--- src/rtl/shift_ser_tx.sv ---
// -----------------------------------------------------------------------------
// shift_ser_tx
//
// Parallel-to-serial transmit stage. A w-bit word is captured over a
// valid/ready handshake and shifted out one bit per accepted beat on a 1-bit
// valid/ready stream. The internal shift is a logical shift with zero fill.
// The next word can only be captured after the FSM has returned to IDLE.
//
// Parameters:
//   w          word width in bits (w >= 2)
//   lsb_first  1: bit 0 goes first (right shift); 0: bit w-1 goes first
//
// Ports:
//   clk      in   rising-edge clock
//   rst      in   asynchronous reset, active-high
//   d        in   parallel word to transmit
//   d_valid  in   d holds a valid word
//   d_ready  out  word can be captured (state == IDLE)
//   s_out    out  current serial bit
//   s_valid  out  s_out is valid
//   s_ready  in   consumer accepts s_out this cycle
//   s_last   out  current beat is the final beat of the word
//   busy     out  state != IDLE
//   done     out  one-cycle pulse after the final beat is accepted
//
// Optional feature (compile-time macro SHIFT_SER_TX_PARITY_EN):
//   appends an even-parity beat (XOR of all bits of d) after the data beats.
//   s_last then marks only the parity beat.
// -----------------------------------------------------------------------------
module shift_ser_tx #(
    parameter int w         = 4,
    parameter bit lsb_first = 1'b1
) (
    input  logic         clk,
    input  logic         rst,
    input  logic [w-1:0] d,
    input  logic         d_valid,
    output logic         d_ready,
    output logic         s_out,
    output logic         s_valid,
    input  logic         s_ready,
    output logic         s_last,
    output logic         busy,
    output logic         done
);

    // Beat counter must hold 0..w.
    localparam int CW = $clog2(w + 1);
    localparam logic [CW-1:0] CNT_LAST = CW'(w - 1);
`ifndef SHIFT_SER_TX_PARITY_EN
    // The beat after this one is the final data beat.
    localparam logic [CW-1:0] CNT_PENULT = CW'(w - 2);
`endif

`ifdef SHIFT_SER_TX_PARITY_EN
    typedef enum logic [1:0] {
        IDLE  = 2'd0,
        SHIFT = 2'd1,
        PAR   = 2'd2
    } state_t;
`else
    typedef enum logic [1:0] {
        IDLE  = 2'd0,
        SHIFT = 2'd1
    } state_t;
`endif

    state_t         state_q, state_d;
    logic [w-1:0]   sr_q, sr_d;
    logic [CW-1:0]  cnt_q, cnt_d;
    logic           s_out_q, s_out_d;
    logic           s_valid_q, s_valid_d;
    logic           s_last_q, s_last_d;
    logic           done_q, done_d;
    logic [w-1:0]   sr_shift;
`ifdef SHIFT_SER_TX_PARITY_EN
    logic           parity_q, parity_d;
`endif

    // Bit that sits at the output end of a shift-register image.
    function automatic logic head_bit(input logic [w-1:0] v);
        return lsb_first ? v[0] : v[w-1];
    endfunction

    always_comb begin
        // NOTE: every signal assigned here gets a default first, so no path
        // through the case statement can leave one unassigned and infer a latch.
        sr_shift  = lsb_first ? (sr_q >> 1) : (sr_q << 1);
        state_d   = state_q;
        sr_d      = sr_q;
        cnt_d     = cnt_q;
        s_out_d   = s_out_q;
        s_valid_d = s_valid_q;
        s_last_d  = s_last_q;
        done_d    = 1'b0;
`ifdef SHIFT_SER_TX_PARITY_EN
        parity_d  = parity_q;
`endif

        case (state_q)
            IDLE: begin
                if (d_valid) begin
                    state_d   = SHIFT;
                    sr_d      = d;
                    cnt_d     = '0;
                    s_valid_d = 1'b1;
                    s_out_d   = head_bit(d);
                    s_last_d  = 1'b0;   // w >= 2, so the first beat is never last
`ifdef SHIFT_SER_TX_PARITY_EN
                    parity_d  = ^d;
`endif
                end
            end

            SHIFT: begin
                if (s_ready) begin
                    sr_d = sr_shift;
                    if (cnt_q == CNT_LAST) begin
                        cnt_d = '0;
`ifdef SHIFT_SER_TX_PARITY_EN
                        state_d  = PAR;
                        s_out_d  = parity_q;
                        s_last_d = 1'b1;
`else
                        state_d   = IDLE;
                        s_valid_d = 1'b0;
                        s_out_d   = 1'b0;
                        s_last_d  = 1'b0;
                        done_d    = 1'b1;
`endif
                    end else begin
                        cnt_d   = cnt_q + 1'b1;
                        s_out_d = head_bit(sr_shift);
`ifdef SHIFT_SER_TX_PARITY_EN
                        s_last_d = 1'b0;
`else
                        s_last_d = (cnt_q == CNT_PENULT);
`endif
                    end
                end
            end

`ifdef SHIFT_SER_TX_PARITY_EN
            PAR: begin
                if (s_ready) begin
                    state_d   = IDLE;
                    s_valid_d = 1'b0;
                    s_out_d   = 1'b0;
                    s_last_d  = 1'b0;
                    done_d    = 1'b1;
                end
            end
`endif

            default: begin
                // Unreachable encodings recover to a clean IDLE.
                state_d   = IDLE;
                sr_d      = '0;
                cnt_d     = '0;
                s_valid_d = 1'b0;
                s_out_d   = 1'b0;
                s_last_d  = 1'b0;
            end
        endcase
    end

    // Single state register: FSM state, datapath and the registered outputs.
    always_ff @(posedge clk or posedge rst) begin
        if (rst) begin
            state_q   <= IDLE;
            sr_q      <= '0;
            cnt_q     <= '0;
            s_out_q   <= 1'b0;
            s_valid_q <= 1'b0;
            s_last_q  <= 1'b0;
            done_q    <= 1'b0;
`ifdef SHIFT_SER_TX_PARITY_EN
            parity_q  <= 1'b0;
`endif
        end else begin
            // NOTE: non-blocking assignments here so every register samples the
            // pre-edge values computed above, independent of statement order.
            state_q   <= state_d;
            sr_q      <= sr_d;
            cnt_q     <= cnt_d;
            s_out_q   <= s_out_d;
            s_valid_q <= s_valid_d;
            s_last_q  <= s_last_d;
            done_q    <= done_d;
`ifdef SHIFT_SER_TX_PARITY_EN
            parity_q  <= parity_d;
`endif
        end
    end

    assign d_ready = (state_q == IDLE);
    assign busy    = (state_q != IDLE);
    assign s_out   = s_out_q;
    assign s_valid = s_valid_q;
    assign s_last  = s_last_q;
    assign done    = done_q;

endmodule
--- config.mk ---
export PLATFORM = sky130hd
export DESIGN_NAME = shift_ser_tx
export DESIGN_NICKNAME = d
export VERILOG_FILES = /design/src/rtl/shift_ser_tx.sv
export SDC_FILE = /design/constraint.sdc
export NUM_CORES = 1
export LEC_CHECK = 0
export CORE_AREA = 10 10 47 49
export DETAILED_ROUTE_END_ITERATION = 12
export DIE_AREA = 0 0 57 59
export GPL_TIMING_DRIVEN = 0
export MAX_ROUTING_LAYER = met4
export PLACE_DENSITY = 0.66
export SETUP_SLACK_MARGIN = 0.02
export SKIP_CTS_REPAIR_TIMING = 1
export SLEW_MARGIN = 20
export SYNTH_ARGS = -nofsm -noshare
export SYNTH_HDL_FRONTEND = slang
export SYNTH_SLANG_ARGS = --single-unit
--- constraint.sdc ---
create_clock -name clk -period 2.33 [get_ports clk]
set_clock_uncertainty 0.1 [all_clocks]
set_input_delay 0.233 -clock clk [delete_from_list [all_inputs] [get_ports clk]]
set_output_delay 0.233 -clock clk [all_outputs]
set_load 0.05 [all_outputs]
==> metrics.md, run 1 <==
| Metric | Value |
|---|---|
| Synthesized Nets | `63` |
| Relative slew slack | `66.5%` |
| Number of flops mapped to enable cells by yosys | `0` |
| Total Routed Length | `1.13 mm` |
| Comb power frac | `52.6%` |
| Slowest cell delay on critical path | `820 ps` |
| Pins Over Slew Limit | `0` |
| CTS root buf | `clkbuf_4` |
| Worst EP required | `2000 ps` |
| Clock Path Buffers | `2` |
| Port-buffer cells | `11` |
| Switch share | `43.6%` |
| Status | `completed` |
| Gr ovfl total | `0` |
| Simple-gate portion of the synthesized area | `18.8%` |
| Largest net degree at the start of global routing | `11` |
| Setup violations, final | `0` |
| Syn Inst Count | `53` |
| Synth Flop Type | `dfrtp_1` |
| Critical Path Fanout Max | `10` |
| Inserted Clock Buffers | `3` |
| Clk pwr share | `14.1%` |
| Xor/xnor share of the synthesized area | `0%` |
| Slowest stage cell, crit path | `clkdlybuf4s50_1` |
| Total number of cells along the worst setup path | `3` |
| Register share of total power | `33.3%` |
| Max Freq | `0.478 GHz` |
| Worst Setup Path Type | `flip-flop to primary output` |
| Row Count | `14` |
| Worst r2r src | `cnt_q[0]` |
| Crit-path cells | `buf_6, inv_2, clkdlybuf4s50_1` |
| Worst Path Buf+Inv | `3` |
| Post-synth top area share | `45.9%` |
| Worst hold path type | `input pin to async pin` |
| CP Capture Point | `d_ready` |
| Yosys top cell by area | `dfrtp_1` |
| Initial DRC Count | `3` |
| Gr usage total | `8.17%` |
| Register area | `250 sq um` |
| Worst R2R Setup Slack | `1010 ps` |
| Seq/Total Area, Yosys | `45.9%` |
| Synth Area in Adders | `4.59%` |
| Die area | `0.00336 sq mm` |
| Most frequent cell after synthesis | `dfrtp_1` |
| DRC Markers | `0` |
| FFs w/ async S/R, synth | `100%` |
| Via count of the first global-routing pass | `471` |
| Synth unique cells | `23` |
| R2r worst-path depth | `4` |
| WP data arrival | `1760 ps` |
| Die Span X | `57 um` |
| RSZ-0062 raised after global routing | `false` |
| Peak VDD IR | `0.000616 V` |
| Synthesis warning total | `0` |
| Worst setup startpoint | `s_valid` |
| Dpl ws | `508 ps` |
| #FFs+latches synth | `10` |
| Critical path's top delay family | `buffers and inverters` |
| Clk Latency, worst-skew pair | `260 ps` |
| Leading post-synthesis cells by cell area | `dfrtp_1, mux2i_1, ha_1, nor2b_1, nand2_1` |
| Post-DR vias/cell | `5.00` |
| Post-DP HPWL | `856 um` |
| Switch Pwr | `0.365 mW` |
| CP Capture Type | `primary output` |
| P_leak | `0.343 nW` |
| FF-to-FF End | `s_out` |
| Worst-path clk slew | `70 ps` |
| Fill cell count | `148` |
| Max cap viols | `0` |
| Compound-cell area share of the yosys netlist | `12.4%` |
| Via count | `415` |
| H-tree levels | `1` |
| Final ANT Viol Nets | `0` |
| Setup TNS | `0 ps` |
| Internal power | `0.472 mW` |
| PnR worst setup slack | `238 ps` |
| Fin. Hold Viols | `0` |
| Share of layout cells above drive strength 1 | `17.9%` |
| Largest family of logic cells by synthesized area | `simple AND/OR/NAND/NOR gates` |
| Die Height | `59 um` |
| Initial antenna violation count | `0` |
| Synthesized area | `546 sq um` |
| Final period util | `89.8%` |
| Layout area overhead | `28.0%` |
| Mux share of post-synthesis cell area | `9.17%` |
| Type of origin of the critical path | `flip-flop` |
| Nets@finish | `79` |
| Synth Area per Inst | `10.3 sq um` |
| Global placement routability congestion | `0.802` |
| I/O pins | `14` |
| CTS tree | `yes` |
| Initial Util | `38.9%` |
| Diode count | `0` |
| First-pass GRT wire length | `2.11 mm` |
| Multi-input logic area | `245 sq um` |
| Worst Max-Slew Pin Slew | `501 ps` |
| Avg WL per Cell | `13.6 um` |
| Minimum hold slack | `142 ps` |
| Fin crit period | `2090 ps` |
| PwrDens | `1200 mW/mm^2` |
| DR pass1 iterations | `3` |
| Core area | `0.00140 sq mm` |
| Most common library cells after synthesis | `dfrtp_1, mux2i_1, nand2_1` |
| Clock Sinks | `10` |
==> power by group through the flow <==
stage / Sequential [mW] / Clock (mW) / Combinational [mW]
4_1_cts: 0.279 / 0.121 / 0.448
5_1_grt: 0.293 / 0.132 / 0.485
6_report: 0.279 / 0.118 / 0.440
3_5_place_dp: 0.281 / 0 / 0.446
2_1_floorplan: 0.361 / 0 / 0.241
3_3_place_gp: 0.281 / 0 / 0.440
==> state kept, by name, summed over array words and instances, names as in the netlist <==
name	cells
s_valid	1
done	1
s_last	1
s_out	1
cnt_q	3
sr_q	3
==> worst min-delay path by stage <==
| stage | from | endpoint | slack (ps) | cells past startpoint |
|---|---|---|---|---|
| detailed placement | s_last | s_last | 360 | 1 |
| global placement | s_last | s_last | 360 | 1 |
| floorplan | rst | cnt_q[0] | -30 | 1 |
| finish | rst | s_out | 140 | 2 |
| CTS | rst | s_out | 160 | 2 |
| global route | rst | s_out | 180 | 2 |
==> cell usage in the layout (no fill, tap or decap) <==
cell type         n
buf_6             1
mux2i_1           5
buf_2             1
clkbuf_4          3
a21boi_2          1
nand2_4           1
nor4b_2           1
dfrtp_1          10
o21ai_0           2
buf_4             2
nor2b_1           4
o21ai_1           1
inv_2             1
ha_1              2
a21oi_1           2
a21o_1            1
nand2_1           5
nor3_2            1
nand3_1           3
clkdlybuf4s50_1  11
a211oi_1          1
nor2_1            2
o221ai_1          1
inv_1             4
o31ai_1           1
==> through the flow <==
stage                     utilization, %  cells  instance area (sq um)  power [mW]
after global routing                49.8     83                    698       0.910
final                               49.8     83                    698       0.837
after CTS                           49.8     83                    698       0.848
after detailed placement            48.2     80                    676       0.728
after global placement              48.2     80                    676       0.721
after floorplan                        -     53                    546       0.602
==> metal layers <==
metal / vias to the layer above / share of wire [%] / GRT usage [%]
li1: 207 / - / -
met1: 196 / 45 / 8.66
met2: 10 / 46 / 12.4
met3: 2 / 7.5 / 4.72
met4: 0 / 0.80 / 3.02
met5: - / 0 / -
==> logic make-up (layout without fill, tap and decap cells) <==
kind of cell,count (synthesis),count (layout)
flip-flops,10,10
buffers and inverters,9,23
AND/OR/NAND/NOR,17,17
multiplexers,5,5
AO/OA/AOI/OAI,10,10
adder cells (fa/ha/maj),2,2
==> layout make-up <==
cell class / count / share of cell area [%]
sequential: 10 / 35.8
multi-input combinational: 34 / 35.1
timing repair buffer: 11 / 15.8
buffer: 4 / 4.48
clock buffer: 3 / 3.23
tap: 16 / 2.87
inverter: 5 / 2.69
No activity file was read; power rests on OpenSTA's default activity.
==> run 2, diff against run 1 <==
--- a/config.mk
+++ b/config.mk
@@ -5,6 +5,7 @@
 export SDC_FILE = /design/constraint.sdc
 export NUM_CORES = 1
 export LEC_CHECK = 0
+export CAP_MARGIN = 20
 export CORE_AREA = 10 10 47 49
 export DETAILED_ROUTE_END_ITERATION = 12
 export DIE_AREA = 0 0 57 59
==> results of run 2 <==
Final layout, timing and power as in run 1 (identical DEF).
==> run 3, diff against run 2 <==
--- a/config.mk
+++ b/config.mk
@@ -9,7 +9,6 @@
 export CORE_AREA = 10 10 47 49
 export DETAILED_ROUTE_END_ITERATION = 12
 export DIE_AREA = 0 0 57 59
-export GPL_TIMING_DRIVEN = 0
 export MAX_ROUTING_LAYER = met4
 export PLACE_DENSITY = 0.66
 export SETUP_SLACK_MARGIN = 0.02
==> metrics.md, run 3 (synthesized netlist as in run 1, its figures left out) <==
| Metric | Value |
|---|---|
| Slowest cell delay on critical path | `820 ps (about the same)` |
| Clock Sinks | `10 (unchanged)` |
| Via count of the first global-routing pass | `417 (-11%)` |
| Max cap viols | `0 (unchanged)` |
| Row Count | `14 (unchanged)` |
| Post-DP HPWL | `864 um (+0.96%)` |
| DR pass1 iterations | `3 (unchanged)` |
| Initial DRC Count | `1 (-2)` |
| Via count | `401 (-3.4%)` |
| Die Height | `59 um (unchanged)` |
| I/O pins | `14 (unchanged)` |
| Die area | `0.00336 sq mm (unchanged)` |
| First-pass GRT wire length | `1.82 mm (-14%)` |
| Largest regs | `cnt_q: 3 flops, sr_q: 3 flops` |
| Grt peak-use layer | `met2` |
| Layout area overhead | `28.4%` |
| Status | `completed` |
| Worst hold path type | `input pin to async pin` |
| Met3 usage | `3.65% (-1.1 points)` |
| R2r worst-path depth | `4 (unchanged)` |
| RSZ-0062 raised after global routing | `false` |
| Most common cell after layout, fill and taps aside | `clkdlybuf4s50_1` |
| Worst r2r src | `cnt_q[0]` |
| Clock Path Buffers | `2 (unchanged)` |
| PwrDens | `1230 mW/mm^2 (+2.3%)` |
| Setup TNS | `0 ps (unchanged)` |
| Initial antenna violation count | `0 (unchanged)` |
| Critical path's top delay family | `buffers and inverters` |
| CTS tree | `yes` |
| Crit-path cells | `inv_2, clkdlybuf4s50_1` |
| Pins Over Slew Limit | `0 (unchanged)` |
| P_leak | `0.339 nW (-1.2%)` |
| Worst-path clk slew | `60 ps (about the same)` |
| Final period util | `92.0% (+2.2 points)` |
| Fin. Hold Viols | `0 (unchanged)` |
| Gr usage total | `7.00% (-1.2 points)` |
| WP data arrival | `1810 ps (+50 ps)` |
| Fill cell count | `140 (-5.4%)` |
| Slowest stage cell, crit path | `clkdlybuf4s50_1` |
| FF-to-FF End | `s_out` |
| Port-buffer cells | `13 (+2)` |
| Post-DR vias/cell | `4.89 (-2.2%)` |
| Met2 GRT Util | `11.5% (-0.93 points)` |
| Die Span X | `57 um (unchanged)` |
| Core area | `0.00140 sq mm (unchanged)` |
| Setup violations, final | `0 (unchanged)` |
| Final ANT Viol Nets | `0 (unchanged)` |
| Total Routed Length | `1.11 mm (-1.8%)` |
| Peak VDD IR | `0.000732 V (+19%)` |
| Global placement routability congestion | `0.782 (-2.5%)` |
| CTS root buf | `clkbuf_4` |
| PnR worst setup slack | `187 ps (-51.1 ps)` |
| Type of origin of the critical path | `flip-flop` |
| Gr ovfl total | `0 (unchanged)` |
| Inserted Clock Buffers | `3 (unchanged)` |
| Relative slew slack | `65.9% (-0.64 points)` |
| Avg WL per Cell | `13.5 um (-0.58%)` |
| DRC Markers | `0 (unchanged)` |
| Clk Latency, worst-skew pair | `270 ps (about the same)` |
| Largest net degree at the start of global routing | `14 (+3)` |
| Worst Max-Slew Pin Slew | `510 ps (+9.51 ps)` |
| Nets@finish | `77 (-2.5%)` |
| Critical Path Fanout Max | `13 (+3)` |
| Share of layout cells above drive strength 1 | `13.6% (-4.3 points)` |
| CP Capture Type | `primary output` |
| Fin crit period | `2140 ps (+51.1 ps)` |
| H-tree levels | `1 (unchanged)` |
| Diode count | `0 (unchanged)` |
| Worst Setup Path Type | `flip-flop to primary output` |
| Commonest cells after routing, fill and taps aside | `clkdlybuf4s50_1, dfrtp_1, mux2i_1, nand2_1` |
| Initial Util | `38.9% (unchanged)` |
| Met1 usage | `6.82% (-1.8 points)` |
| DP Cell Count | `78 (-2.5%)` |
| Max Freq | `0.467 GHz (-2.4%)` |
| Final Instance Count excl. Fillers | `82 (-1.2%)` |
| Worst EP required | `2000 ps (about the same)` |
| Worst R2R Setup Slack | `990 ps (-20 ps)` |
| Dpl ws | `474 ps (-33.6 ps)` |
| Worst Path Buf+Inv | `2 (-1)` |
## run 3: area by class of cell
class                   instances  area [sq um]  area share (%)
flip-flops and latches         10           250            35.7
multi-input cells              34           245            35.0
repair buffers                 13           130            18.6
clock buffers                   4          36.3            5.18
well taps                      16          20.0            2.86
inverters                       5          18.8            2.68
## run 3: worst max-delay path by stage
stage	startpoint	endpoint	depth (start not counted)
CTS	s_valid	d_ready	2
global route	s_valid	d_ready	2
finish	s_valid	d_ready	2
detailed placement	s_valid	d_ready	2
global placement	s_valid	d_ready	2
floorplan	s_valid	s_valid	4
## run 3: metrics by stage
step | utilization [%] | power [mW] | hold slack (ps) | cell area [sq um]
after detailed placement | 47.4 | 0.711 | 369 | 664
after global routing | 50.0 | 0.921 | 172 | 701
after floorplan | - | 0.602 | -26.8 | 546
after global placement | 47.4 | 0.702 | 364 | 664
after CTS | 50.0 | 0.870 | 161 | 701
final | 50.0 | 0.859 | 148 | 701
## run 3: report_power, final
part | internal (mW) | switching (mW)
registers | 0.234 | 0.0625
clock network | 0.0950 | 0.0623
logic | 0.163 | 0.242
total | 0.492 | 0.367
## run 3: per-layer routing
layer  vias to the layer above  part of all wire (%)
met1                       185                    41
met4                         0                   1.9
met3                         2                   7.8
met5                         -                     0
met2                         9                    50
li1                        205                     -
